--- config.mk ---
export PLATFORM = sky130hd
export DESIGN_NAME = sysid_verifier
export DESIGN_NICKNAME = d
export VERILOG_FILES = /design/src/rtl/sysid_verifier.sv
export SDC_FILE = /design/constraint.sdc
export NUM_CORES = 1
export LEC_CHECK = 0
export CAP_MARGIN = 15
export CORE_ASPECT_RATIO = 1.75
export CORE_MARGIN = 1
export CORE_UTILIZATION = 51
export DETAILED_ROUTE_END_ITERATION = 12
export GPL_ROUTABILITY_DRIVEN = 0
export PLACE_DENSITY_LB_ADDON = 0.2
export RECOVER_POWER = 50
export SLEW_MARGIN = 10
export SYNTH_ARGS = -nofsm -noshare
export SYNTH_HDL_FRONTEND = slang
export SYNTH_SLANG_ARGS = --single-unit
--- constraint.sdc ---
create_clock -name clock -period 4.8 [get_ports clock]
set_input_delay 0.72 -clock clock [delete_from_list [all_inputs] [get_ports clock]]
set_output_delay 0.72 -clock clock [all_outputs]
set_load 0.03 [all_outputs]
--- src/rtl/sysid_verifier.sv ---
// rtl/sysid_verifier.sv - Avalon-MM read master that checks the system-ID and timestamp words
module sysid_verifier #(
    parameter logic [31:0] EXPECTED_ID        = 32'd0,
    parameter logic [31:0] EXPECTED_TIMESTAMP = 32'd1435806319,
    parameter int          READ_LATENCY       = 0,
    parameter int          TIMEOUT_CYCLES     = 255,
    parameter int          RECHECK_CYCLES     = 0,
    parameter bit          AUTO_START         = 1'b1
) (
    input  logic        clock,
    input  logic        reset,
    input  logic        start,
    output logic        avm_address,
    output logic        avm_read,
    input  logic        avm_waitrequest,
    input  logic [31:0] avm_readdata,
    output logic        busy,
    output logic        done,
    output logic        id_ok,
    output logic        ts_ok,
    output logic        timeout,
    output logic [31:0] id_value,
    output logic [31:0] ts_value,
    output logic [7:0]  mismatch_count
);

    localparam int WCW = $clog2(TIMEOUT_CYCLES + 1);
    localparam int ICW = (RECHECK_CYCLES > 1) ? $clog2(RECHECK_CYCLES) : 1;
    localparam logic [WCW-1:0] WAIT_LAST = WCW'(TIMEOUT_CYCLES - 1);
    localparam logic [1:0]     LAT_LAST  = 2'(READ_LATENCY - 1);
    localparam logic [ICW-1:0] IDLE_LAST = ICW'(RECHECK_CYCLES - 1);

    typedef enum logic [2:0] {IDLE, RD_ID, LAT_ID, RD_TS, LAT_TS, CHECK, DONE} state_t;

    state_t         state, state_n;
    logic           auto_pending;
    logic [WCW-1:0] wait_cnt;
    logic [1:0]     lat_cnt;
    logic [ICW-1:0] idle_cnt;
    logic           abort_r;
    logic           cap_id, cap_ts, abort_now;
    logic           wait_last, lat_last, idle_last;
    logic           id_match, ts_match;

    assign wait_last = (wait_cnt == WAIT_LAST);
    assign lat_last  = (lat_cnt == LAT_LAST);
    assign idle_last = (RECHECK_CYCLES > 0) && (idle_cnt == IDLE_LAST);
    assign busy      = (state != IDLE) && (state != DONE);
    assign id_match  = !abort_r && (id_value == EXPECTED_ID);
    assign ts_match  = !abort_r && (ts_value == EXPECTED_TIMESTAMP);

    always_comb begin
        state_n     = state;
        avm_read    = 1'b0;
        avm_address = 1'b0;
        cap_id      = 1'b0;
        cap_ts      = 1'b0;
        abort_now   = 1'b0;
        case (state)
            IDLE: if (start || auto_pending) state_n = RD_ID;
            RD_ID: begin
                avm_read = 1'b1;
                if (!avm_waitrequest) begin
                    if (READ_LATENCY == 0) begin
                        cap_id  = 1'b1;
                        state_n = RD_TS;
                    end else begin
                        state_n = LAT_ID;
                    end
                end else if (wait_last) begin
                    abort_now = 1'b1;
                    state_n   = CHECK;
                end
            end
            LAT_ID: if (lat_last) begin
                cap_id  = 1'b1;
                state_n = RD_TS;
            end
            RD_TS: begin
                avm_read    = 1'b1;
                avm_address = 1'b1;
                if (!avm_waitrequest) begin
                    if (READ_LATENCY == 0) begin
                        cap_ts  = 1'b1;
                        state_n = CHECK;
                    end else begin
                        state_n = LAT_TS;
                    end
                end else if (wait_last) begin
                    abort_now = 1'b1;
                    state_n   = CHECK;
                end
            end
            LAT_TS: if (lat_last) begin
                cap_ts  = 1'b1;
                state_n = CHECK;
            end
            CHECK: state_n = DONE;
            DONE: if (start || idle_last) state_n = RD_ID;
            default: state_n = IDLE;
        endcase
    end

    always_ff @(posedge clock or posedge reset) begin
        if (reset) begin
            state          <= IDLE;
            auto_pending   <= AUTO_START;
            wait_cnt       <= '0;
            lat_cnt        <= '0;
            idle_cnt       <= '0;
            abort_r        <= 1'b0;
            id_value       <= '0;
            ts_value       <= '0;
            id_ok          <= 1'b0;
            ts_ok          <= 1'b0;
            timeout        <= 1'b0;
            done           <= 1'b0;
            mismatch_count <= '0;
        end else begin
            state <= state_n;
            if (state == IDLE) auto_pending <= 1'b0;

            if (avm_read && avm_waitrequest) wait_cnt <= wait_cnt + WCW'(1);
            else                             wait_cnt <= '0;

            if (state == LAT_ID || state == LAT_TS) lat_cnt <= lat_cnt + 2'd1;
            else                                    lat_cnt <= '0;

            // Idle counter only runs while sitting in DONE; any exit or restart clears it.
            if (state == DONE && state_n == DONE) idle_cnt <= idle_cnt + ICW'(1);
            else                                  idle_cnt <= '0;

            if (cap_id) id_value <= avm_readdata;
            if (cap_ts) ts_value <= avm_readdata;

            if (abort_now)           abort_r <= 1'b1;
            else if (state == CHECK) abort_r <= 1'b0;

            if (state == CHECK) begin
                id_ok   <= id_match;
                ts_ok   <= ts_match;
                timeout <= abort_r;
                done    <= 1'b1;
                if (!(id_match && ts_match) && mismatch_count != 8'hFF)
                    mismatch_count <= mismatch_count + 8'd1;
            end
        end
    end

endmodule

==> flow_summary_export.csv <==
group,metric,value,unit
run_status,status,"complete, but fails checks",
run_status,failed_checks,"capacitance limit, slew limit",
synth,synth-edff-count,0,
synth,ys.flop_type,"sky130_fd_sc_hd__dfrtp_1",
synth,synth_largest_area_cell,"sky130_fd_sc_hd__dfrtp_1",
synth,synthCells,282,
critical_path,regToRegStartpoint,"ts_value[19]",
placement,post-place-ws,1.982,ns
timing,relSlewSlack,-44.08,%
timing,fin_hold_ws,0.4510,ns
timing,layout_worst_path_cycle_share,66.55,%
critical_path,required_time_at_the_endpoint_of_the_critical_path,5.11,ns
critical_path,crit_chain,"dlygate4sd3_1 > clkinvlp_2 > clkbuf_2",
die,placement_rows,41,
clock_network,tritoncts,"yes",
clock_network,cts_hold_buf,0,
synth,synth_top_area_share,57.99,%
synth,netlist_top_cells_count,"sky130_fd_sc_hd__dfrtp_1, sky130_fd_sc_hd__mux2_2, sky130_fd_sc_hd__nor2_1",
synth,ys_ff_latch,91,
timing,final.setup.worst_slack,1.606,ns
die,floorplan.die_area,7982,sq um
timing,fmax,313.0,MHz
drt,antenna_violating_nets_post_route,0,
synth,synth_seq_area_share,58.67,%
synth,synth.net_count,322,
finish,drive_gt1_share,22.33,%
drt,remaining_drc_errors,0,
clock_network,clk_sinks,91,
die,design.portCount,115,
clock_network,worst_skew_pair.late_latency,0.34,ns
clock_network,cts_setup_buffers,0,
job,max_cap_violations,1,
timing,final_max_slew_viol_count,51,
timing,timing.setup.tns,0,ns
min_path,worstHoldPathType,"reg -> reg",
finish,areaGrowthSynthToFinish,37.69,%
critical_path,rrSetupSlack,2.16,ns
synth,yosys.cell_count.top_type,"sky130_fd_sc_hd__dfrtp_1",
die,horizontal_die_dimension,67.97,um
critical_path,path_class,"in -> async",
clock_network,cts.path.max_buffers,2,
finish,fillerInstances,506,
min_path,hold_depth,1,
synth,netlist_area_pre_place,3884,sq um
synth,yosysWarningCount,0,
timing,final_count_of_negative_setup_slack_endpoints,0,
die,die_y,117.4,um
clock_network,cts.repair.resized,0,
clock_network,cts.root.buffer_cell,"sky130_fd_sc_hd__clkbuf_16",
clock_network,numCtsBuffers,9,
timing,worst_clock_skew,0.006727,ns
min_path,holdCritStartpoint,"lat_cnt[0]",
critical_path,critical_path_peak_fanout,50,
die,initial_core_util,53.32,%
pwr,cellLeakagePower,2.278,nW
drt,wl_per_cell,18.57,um
finish,antenna_cells_inserted,0,
synth,postSynthAreaPerCell,13.77,sq um
synth,synth.distinct_cells,46,
critical_path,r2r_cells,5,
global_routing,number_of_global_route_vias_before_repair,2878,
global_routing,grt_first_pass_wirelength,14.32,mm
placement,dp_hpwl,6.508,mm
critical_path,critical_path.endpoint_type,"async pin",
critical_path,critPathSlowestCell,"sky130_fd_sc_hd__clkinvlp_2",
clock_network,cts_htree_levels,3,
drt,initialDrtViolationCount,112,
drt,via_per_inst,5.646,
timing,timing_worst_slew_pin_value,2.149,ns
synth,synth_area_leaders,"sky130_fd_sc_hd__dfrtp_1, sky130_fd_sc_hd__mux2_2, sky130_fd_sc_hd__xor2_1",
global_routing,globalRouteTotalUtil,24.48,%
drt,via_count,2761,
pwr,ir_drop,0.4481,mV
critical_path,critical_path.max_stage_delay,1.23,ns
global_routing,globalRouteOverflowTotal,0,
finish,nets,439,
global_routing,grt_antenna_before_repair,0,
critical_path,cp.arrival,3.51,ns
critical_path,critPathLaunchType,"input pin",
die,core_area,7284,sq um
pwr,power.density_cell_area,735.0,nW/um^2
critical_path,reg2reg_to,"mismatch_count[7]",
placement,port-buffer-count,114,
timing,setup_repair_after_global_routing_missed_its_margin,"no",
timing,timing.final.hold_violations,0,
synth,asyncSetResetFlopFracSynth,100.0,%
min_path,min_delay_worst_endpoint,"lat_cnt[0]",
clock_network,cts.clk_slew.worst_paths,0.06,ns
drt,firstDrtPassIters,4,
drt,wl,9.080,mm
timing,fin_crit,3.194,ns
global_routing,largest_net_degree_at_the_start_of_global_routing,51,
[metal layers]
metal	wire, um	up-vias	global-route usage [%]
met1	3454	1382	27.01
met2	4990	88	42.89
met5	0	-	0
li1	-	1268	-
met4	340	0	13.67
met3	294	23	2.821
[cell usage in the layout, fill, tap and decap left out, types with 2 or more instances in the layout]
master                            count
sky130_fd_sc_hd__a21oi_1             10
sky130_fd_sc_hd__mux2_1               3
sky130_fd_sc_hd__clkbuf_16            9
sky130_fd_sc_hd__dlygate4sd3_1       42
sky130_fd_sc_hd__nor4_1               8
sky130_fd_sc_hd__dfrtp_1             90
sky130_fd_sc_hd__nor3_1               3
sky130_fd_sc_hd__clkdlybuf4s50_1     72
sky130_fd_sc_hd__xnor2_1              2
sky130_fd_sc_hd__clkbuf_8             3
sky130_fd_sc_hd__and4bb_2             2
sky130_fd_sc_hd__clkinv_2             2
sky130_fd_sc_hd__nand2_1              9
sky130_fd_sc_hd__a2111oi_0            2
sky130_fd_sc_hd__nand4_1              6
sky130_fd_sc_hd__nor2_1              11
sky130_fd_sc_hd__nor3b_1              2
sky130_fd_sc_hd__o31a_1               2
sky130_fd_sc_hd__inv_1                3
sky130_fd_sc_hd__ha_1                 4
sky130_fd_sc_hd__nand3_1              6
sky130_fd_sc_hd__o21ai_0              8
sky130_fd_sc_hd__mux2_2              64
sky130_fd_sc_hd__nor4b_1              2
sky130_fd_sc_hd__or3_1                4
sky130_fd_sc_hd__nand2b_1             2
sky130_fd_sc_hd__xor2_1              10
[worst max-delay path, delay by kind of cell]
| kind | cells | cell delay, ns |
|---|---|---|
| buffers and inverters | 3 | 2.74 |
[layout make-up]
type,instances,area [sq um],area share [%]
clock buffers,13,270.3,5.054
clock inverters,2,10.01,0.1872
inverters,4,16.27,0.3042
multi-input cells,178,1519,28.40
flip-flops and latches,91,2278,42.61
well taps,86,107.6,2.012
repair buffers,115,1146,21.43
[per-stage QoR]
step	power (mW)	utilization [%]	instance area, sq um	instances
4_1_cts	4.039	74.06	5395	489
5_1_grt	4.112	73.41	5348	489
3_3_place_gp	3.325	70.22	5115	474
2_1_floorplan	2.518	-	3884	282
3_5_place_dp	3.369	70.22	5115	474
6_report	3.931	73.41	5348	489
[cells by family (layout without fill, tap and decap cells)]
| family | count (synthesis) | count (layout) | share of synthesized area (%) |
|---|---|---|---|
| compound gates | 27 | 27 | 4.350 |
| xor+xnor | 12 | 12 | 2.706 |
| fa+ha+maj | 4 | 4 | 1.289 |
| buf+inv | 13 | 134 | 1.643 |
| flops | 91 | 91 | 58.67 |
| mux | 69 | 69 | 20.07 |
| simple gates | 66 | 66 | 11.28 |
[report_power, final]
part / switching (mW) / total [mW] / internal, mW
logic: 1.02 / 1.87 / 0.848
registers: 0.314 / 1.40 / 1.09
clock network: 0.270 / 0.658 / 0.389
total: 1.60 / 3.93 / 2.33
[sequential cells by signal, indices dropped and copies added (netlist names), 2 cells and up]
name and cells:
mismatch_count 8, wait_cnt 8, ts_value 32, state 3, id_value 32, lat_cnt 2
[how the worst max path moves through the flow]
| stage | start | end | slack, ns |
|---|---|---|---|
| after floorplan | reset | abort_r | 1.72 |
| after global placement | avm_waitrequest | id_value[4] | 2.02 |
| after detailed placement | avm_waitrequest | ts_value[4] | 1.98 |
| after CTS | state[0] | avm_address | 1.97 |
| after global routing | reset | ts_value[20] | 1.06 |
| final | reset | id_value[13] | 1.61 |
Note: power is estimated with default switching activity, not from simulation.
